File: config.mk
export PLATFORM = sky130hd
export DESIGN_NAME = axis_elastic_buffer
export DESIGN_NICKNAME = d
export VERILOG_FILES = /design/src/rtl/axis_buf_pkg.sv /design/src/rtl/axis_buf_mem.sv /design/src/rtl/axis_elastic_buffer.sv
export SDC_FILE = /design/constraint.sdc
export NUM_CORES = 1
export LEC_CHECK = 0
export ABC_AREA = 1
export BUFFER_PORTS_ARGS = -buffer_cell sky130_fd_sc_hd__buf_4
export CORE_ASPECT_RATIO = 0.75
export CORE_MARGIN = 1
export CORE_UTILIZATION = 56
export CTS_BUF_LIST = sky130_fd_sc_hd__clkbuf_4 sky130_fd_sc_hd__clkbuf_8 sky130_fd_sc_hd__clkbuf_16
export CTS_CLUSTER_SIZE = 14
export DETAILED_ROUTE_END_ITERATION = 12
export GPL_TIMING_DRIVEN = 0
export HOLD_SLACK_MARGIN = 0.08
export PLACE_DENSITY = 0.83
export SLEW_MARGIN = 10
export SYNTH_ARGS = -nofsm -noshare
export SYNTH_HDL_FRONTEND = slang
export SYNTH_SLANG_ARGS = --single-unit
File: constraint.sdc
create_clock -name clk_i -period 3.3 [get_ports clk_i]
set_clock_uncertainty 0.05 [all_clocks]
set_input_delay 0.66 -clock clk_i [delete_from_list [all_inputs] [get_ports clk_i]]
set_output_delay 0.66 -clock clk_i [all_outputs]
set_load 0.02 [all_outputs]
File: src/rtl/axis_buf_pkg.sv
// Shared types and helpers for the AXI-Stream elastic buffer.
package axis_buf_pkg;

  typedef enum logic {
    MODE_FALLTHROUGH,
    MODE_REGISTERED
  } axis_buf_mode_e;

  function automatic int ptr_w(input int depth);
    return $clog2(depth);
  endfunction

endpackage

File: src/rtl/axis_buf_mem.sv
// Beat storage: register array with one synchronous write port and one
// asynchronous read port; contents are never reset.
module axis_buf_mem
  import axis_buf_pkg::*;
#(
  parameter int WIDTH = 11,
  parameter int DEPTH = 2,
  localparam int AW   = ptr_w(DEPTH)
) (
  input  logic             clk_i,
  input  logic             we_i,
  input  logic [AW-1:0]    waddr_i,
  input  logic [WIDTH-1:0] wdata_i,
  input  logic [AW-1:0]    raddr_i,
  output logic [WIDTH-1:0] rdata_o
);

  logic [WIDTH-1:0] mem_q [DEPTH];

  always_ff @(posedge clk_i) begin
    if (we_i) begin
      mem_q[waddr_i] <= wdata_i;
    end
  end

  assign rdata_o = mem_q[raddr_i];

endmodule

File: src/rtl/axis_elastic_buffer.sv
// AXI-Stream elastic buffer: DEPTH-entry circular buffer with a registered
// ready_o, optional zero-latency fall-through when empty.
module axis_elastic_buffer
  import axis_buf_pkg::*;
#(
  parameter int             DATA_WIDTH = 10,
  parameter int             DEPTH      = 2,
  parameter axis_buf_mode_e MODE       = MODE_FALLTHROUGH
) (
  input  logic                         clk_i,
  input  logic                         rst_i,
  input  logic [DATA_WIDTH-1:0]        data_i,
  input  logic                         last_i,
  input  logic                         valid_i,
  output logic                         ready_o,
  output logic [DATA_WIDTH-1:0]        data_o,
  output logic                         last_o,
  output logic                         valid_o,
  input  logic                         ready_i,
  output logic [$clog2(DEPTH):0]       count_o
);

  localparam int            PW          = ptr_w(DEPTH);
  localparam int            CW          = PW + 1;
  localparam logic [CW-1:0] DEPTH_C     = CW'(DEPTH);
  localparam bit            FALLTHROUGH = (MODE == MODE_FALLTHROUGH);

  if (DEPTH < 2 || (DEPTH & (DEPTH - 1)) != 0) begin : g_bad_depth
    $error("axis_elastic_buffer: DEPTH must be a power of 2 and at least 2");
  end

  logic [PW-1:0]       wptr_q, wptr_d;
  logic [PW-1:0]       rptr_q, rptr_d;
  logic [CW-1:0]       count_q, count_d;
  logic                ready_q, ready_d;
  logic                active_q, active_d;

  logic                empty;
  logic                push;
  logic                pop;
  logic                bypass;
  logic                mem_we;
  logic                mem_re;
  logic                out_valid;
  logic [DATA_WIDTH:0] out_beat;
  logic [DATA_WIDTH:0] mem_rdata;

  axis_buf_mem #(
    .WIDTH (DATA_WIDTH + 1),
    .DEPTH (DEPTH)
  ) u_mem (
    .clk_i   (clk_i),
    .we_i    (mem_we),
    .waddr_i (wptr_q),
    .wdata_i ({last_i, data_i}),
    .raddr_i (rptr_q),
    .rdata_o (mem_rdata)
  );

  // active_q keeps valid_o low from reset until the first edge, so an
  // upstream valid_i held during reset cannot leak through the bypass.
  always_comb begin
    empty = (count_q == '0);
    if (FALLTHROUGH && empty) begin
      out_valid = active_q & valid_i;
      out_beat  = {last_i, data_i};
    end else begin
      out_valid = active_q & !empty;
      out_beat  = mem_rdata;
    end

    push   = valid_i & ready_q;
    pop    = out_valid & ready_i;
    bypass = FALLTHROUGH && empty && push && pop;
    mem_we = push & !bypass;
    mem_re = pop & !bypass;

    wptr_d = wptr_q + PW'(mem_we);
    rptr_d = rptr_q + PW'(mem_re);

    count_d = count_q;
    case ({mem_we, mem_re})
      2'b10:   count_d = count_q + CW'(1);
      2'b01:   count_d = count_q - CW'(1);
      default: count_d = count_q;
    endcase

    ready_d  = (count_d < DEPTH_C);
    active_d = 1'b1;
  end

  always_ff @(posedge clk_i or posedge rst_i) begin
    if (rst_i) begin
      wptr_q   <= '0;
      rptr_q   <= '0;
      count_q  <= '0;
      ready_q  <= 1'b0;
      active_q <= 1'b0;
    end else begin
      wptr_q   <= wptr_d;
      rptr_q   <= rptr_d;
      count_q  <= count_d;
      ready_q  <= ready_d;
      active_q <= active_d;
    end
  end

  assign ready_o = ready_q;
  assign valid_o = out_valid;
  assign data_o  = out_valid ? out_beat[DATA_WIDTH-1:0] : '0;
  assign last_o  = out_valid ? out_beat[DATA_WIDTH] : 1'b0;
  assign count_o = count_q;

endmodule

# Word-level counts from Yosys, hierarchy flattened

Memories as Yosys holds them, arrays and structs flattened.
Cells that the tools add are included.

Bitwise gates (word level): 6
Multiplexer cells: 7
Add/sub/neg operators: 4
Order comparisons: 1
Eq/ne operators: 2
Reductions and logical operators: 5

Operators with widths:

| cell                                                                  | number |
|---|---|
| 11-bit two-way mux                                                    | 1 |
| 10-bit two-way mux                                                    | 1 |
| 1-bit bitwise AND                                                     | 6 |
| 1-bit two-way mux                                                     | 4 |
| 2-bit one-hot mux with 2 select lines                                 | 1 |
| 1-bit adder                                                           | 2 |
| 2-bit by 1-bit adder with 2-bit output, second input constant         | 1 |
| 2-bit by 1-bit equality test with 1-bit output, second input constant | 1 |
| 2-bit equality test, second input constant                            | 1 |
| 1-bit logical AND                                                     | 2 |
| 1-bit zero test                                                       | 2 |
| 2-bit zero test                                                       | 1 |
| 2-bit < comparator, second input constant                             | 1 |
| 2-bit by 1-bit subtractor with 2-bit output, second input constant    | 1 |

Output and inout port bits: 15
Memories: 1
Bits of input ports: 15
Register bits after elaboration: 6
Word-level logic and storage cells: 31
RAM bits: 22

Memory list:

| name        | words | bits a word | read ports | clocked after Yosys merged registers in | write ports | RTL line           | source |
|---|---|---|---|---|---|---|---|
| u_mem.mem_q | 2     | 11          | 1          | 0                                       | 1           | axis_buf_mem.sv:18 | `logic [WIDTH-1:0] mem_q [DEPTH];` |

# Logic depth before layout (Yosys ltp)

Depth after elaboration: 11
Gate-level depth with buffers: 10

# Hierarchy

Synthesis repeated with hierarchy kept, for this count alone.

Cells, all modules: 157
Area total of the unflattened synthesis: 1406.3 sq um

Modules (own cells, without submodules):

| module              | sequential area each (sq um) | area an instance (sq um) | instances | cells each |
|---|---|---|---|---|
| axis_buf_mem        | 660.6                        | 822.0                    | 1         | 62 |
| axis_elastic_buffer | 150.1                        | 584.3                    | 1         | 95 |

# Worst setup path before layout

Ideal clock, no wire load.

Kind: in2out
Start: input port valid_i
End: output port data_o[0]
Required time: 2.590 ns
Path buffers: 1
Path slack: 1.285 ns
Arrival: 1.305 ns
Stages: 4
Cells stage by stage: clkinv_2 -> a21oi_4 -> buf_6 -> o211a_1

Word-level cells in the longest chain between the ends: 3

Ends and longest elaborated chain:

| what               | RTL line                   | source |
|---|---|---|
| start: declaration | axis_elastic_buffer.sv:14  | `input logic valid_i,` |
| 1-bit bitwise AND  | axis_elastic_buffer.sv:65  | `out_valid = active_q & valid_i;` |
| 1-bit two-way mux  | axis_elastic_buffer.sv:64  | `if (FALLTHROUGH && empty) begin` |
| via valid_o        | axis_elastic_buffer.sv:18  | `output logic valid_o,` |
| 10-bit two-way mux | axis_elastic_buffer.sv:110 | `assign data_o = out_valid ? out_beat[DATA_WIDTH-1:0] : '0;` |
| end: declaration   | axis_elastic_buffer.sv:16  | `output logic [DATA_WIDTH-1:0] data_o,` |

The timed path passes the listed nets, and every way through them passes these cells.

# Worst setup path after layout

Start: register count_q[0] (netlist: count_o[0])
End: output port data_o[8]

Word-level cells in the longest chain between the ends: 5
Elaborated cells on any way between the ends: 6
Those cells by class: mux: 3; bitwise: 1; reduce/logical: 2

Ends and longest elaborated chain:

| what                     | RTL line                   | source |
|---|---|---|
| start: declaration       | axis_elastic_buffer.sv:34  | `logic [CW-1:0] count_q, count_d;` |
| start signal: assignment | axis_elastic_buffer.sv:102 | `count_q <= count_d;` |
| 2-bit zero test (*)      | axis_elastic_buffer.sv:63  | `empty = (count_q == '0);` |
| 1-bit zero test          | axis_elastic_buffer.sv:68  | `out_valid = active_q & !empty;` |
| 1-bit bitwise AND        | axis_elastic_buffer.sv:68  |  |
| 1-bit two-way mux        | axis_elastic_buffer.sv:64  |  |
| 10-bit two-way mux (*)   | axis_elastic_buffer.sv:110 |  |

Every way passes the cells marked *; elsewhere a longest branch is shown, timed or not.

==> results.ini <==
[critical_path]
r2r-end=u_mem.mem_q[0][3]
crit_type=register to output port
r2r_start=count_o[0]
path_max_fanout=10
crit_path_cell_trace=nor2_2 > a21oi_4 > buf_6 > o211a_1 > buf_4
r2r_cells=6
cp.required_ns=2.59
slowest_stage=dfrtp_1
rrSetupSlack_ns=1.35
cp_data_arrival_time_ns=1.59
crit_end=data_o[8]
cpPeakStageDelay_ns=0.47
critPathLaunchType=register
cp-startpoint=count_o[0]
endpoint_kind=output port

[floorplan]
core_mm2=0.00208
chipHeight_um=43.4
rows=14
io_pins=30
die_x_um=57.2
start_util=0.613
die_area_mm2=0.00248

[finish]
most-common-layout-cells=30 x nand2_1, 30 x buf_4, 22 x edfxtp_1, 12 x nand3_1, 11 x o211a_1
drive_gt1_frac=0.301
fin_area_mm2=0.00155
antenna_cells=0
area_delta_synth_final_pct=21.4
postLayoutCoreUtil=0.745
final_nets=162

[global_routing]
grt_usage=0.226
antenna_found_initial=0
grt_max_degree=16
grt-ovfl-total=0
grt_pass1_vias=884
grt_pass1_wl_um=4060

[power_and_ir_drop]
seqPwrFrac=0.397
leakage_nw=0.773
peakVddDrop_v=0.000500
p_int_mw=0.771
power_frac_clock=0.111
total_power_mw=1.29
p_comb_frac=0.492
p_per_area_mw_per_mm2=834
p_switching_mw=0.524
swShare=0.404

[sta]
period_share=0.696
rsz0062_at_grt=false
finalHoldViolCount=0
layout_setup_ws_ns=1.00
post-route-min-period_ns=2.30
worstMarginPinSlew_ns=0.537
fin_setup_tns_ns=0
slew_viol_final=0
slew_headroom=0.642
finalSetupViolCount=0
max_freq_mhz=435

[placement]
io_buffer_count=29
place_ws_ns=1.12
place_area_mm2=0.00153
dp_hpwl_um=1760
place_congestion=0.753

[synth]
synth_area_leaders=edfxtp_1 52%, dfrtp_1 12%, nand2_1 8.8%
synth_cell_types=20
synth_nets=128
synth_top_cell_area_share=0.517
postSynthAreaPerCell_um2=11.6
post-synth-top-area-cell=edfxtp_1
synth_warnings=0
ys_ff_latch=28
ys_seq_area_frac=0.634
syn_area_mm2=0.00128
syn_inst=110

[route]
drc=2
drt-total-wl_um=2460
drt-pass1-iter-count=8
via_count=881
ant_nets=0
first_iter_violations=60
wl_per_cell_um=14.7
vias_per_cell=5.28

[cts]
clk_path_buf_depth=2
cts_root_buf=clkbuf_4
cts.sinks=28
cts_tree=done
clock_latency_ns=0.33
ctsHtreeMaxLevel=1
cts_buffers=3
clk_pin_slew_worst_paths_ns=0.14
cts_hold_buf=0
postCtsSetupBuffers=0
cts_resized=0

[job]
drv_cap=0

[outcome]
violations=design-rule violations
status=finished, violations left

[worst_hold_path]
worstHoldPathType=input port to asynchronous set/reset pin

==> synthesized netlist by cell type <==
| master | number |
|---|---|
| buf_6 | 1 |
| ha_1 | 3 |
| xnor2_1 | 1 |
| inv_1 | 8 |
| nand2_1 | 30 |
| o211a_1 | 11 |
| dfrtp_1 | 6 |
| xor2_1 | 1 |
| nor2_2 | 1 |
| edfxtp_1 | 22 |
| or2_1 | 1 |
| clkinv_2 | 1 |
| a21oi_1 | 1 |
| nand3_1 | 12 |
| conb_1 | 1 |
| buf_2 | 3 |
| a21oi_4 | 1 |
| inv_2 | 3 |
| buf_4 | 1 |
| nand4_1 | 2 |
==> worst max-delay path: cells and delay by family (launching register included) <==
kind | cells | cell delay (ns)
buf+inv | 2 | 0.31
compound gates | 2 | 0.22
simple gates | 1 | 0.25
flops | 1 | 0.47
==> registers in the layout, indices dropped and copies added, names as in the netlist, named ones only <==
| signal | cells |
|---|---|
| ready_o | 1 |
| active_q | 1 |
| u_mem.mem_q | 22 |
| rptr_q | 1 |
| count_o | 1 |
| wptr_q | 1 |
==> worst min-delay path by stage <==
| stage | start | to | slack (ns) | cells past startpoint |
|---|---|---|---|---|
| after floorplan | rst_i | asynchronous set/reset pin | 0.40 | 1 |
| after global placement | count_o[0] | count_o[0] | 0.52 | 1 |
| after global routing | rst_i | active_q | 0.19 | 2 |
| after detailed placement | count_o[0] | count_o[0] | 0.54 | 1 |
| final | rst_i | wptr_q | 0.18 | 2 |
| after CTS | rst_i | asynchronous set/reset pin | 0.19 | 2 |
==> stage by stage <==
stage	std cells	hold slack [ns]
2_1_floorplan	110	0.401
3_3_place_gp	163	0.519
3_5_place_dp	163	0.538
4_1_cts	167	0.185
5_1_grt	167	0.187
6_report	167	0.177
==> power groups by stage <==
stage	clock network (mW)	registers, mW	logic, mW
after floorplan	0	0.536	0.401
after CTS	0.146	0.514	0.642
final	0.144	0.514	0.637
after global routing	0.156	0.521	0.697
after detailed placement	0	0.522	0.639
after global placement	0	0.517	0.626
==> logic make-up (layout without fill, tap and decap cells) <==
group,count (synthesis),in the layout,synth area share
AND/OR/NAND/NOR,46,46,0.155
flip-flops,28,28,0.634
buffers and inverters,17,50,0.0626
AO/OA/AOI/OAI,13,13,0.103
adder cells (fa/ha/maj),3,3,0.0294
XOR/XNOR,2,2,0.0137
other,1,1,0.00293
==> area by class of cell <==
type                            count  area (µm²)
Sequential cell                    28         811
Fill cell                         147         532
Multi-Input combinational cell     65         388
Timing Repair Buffer               29         218
Inverter                           12        46.3
Buffer                              5        33.8
Tap cell                           24        30.0
Clock buffer                        3        22.5
Clock inverter                      1        3.75
==> layer usage <==
layer,wire [µm],share of wire,track usage,vias up
met2,1200,0.49,0.374,22
li1,-,-,-,442
met1,1110,0.45,0.302,413
met3,113,0.046,0.0537,4
met4,34,0.014,0.0732,0
met5,0,0,0,-
(Power assumes the default switching activity.)
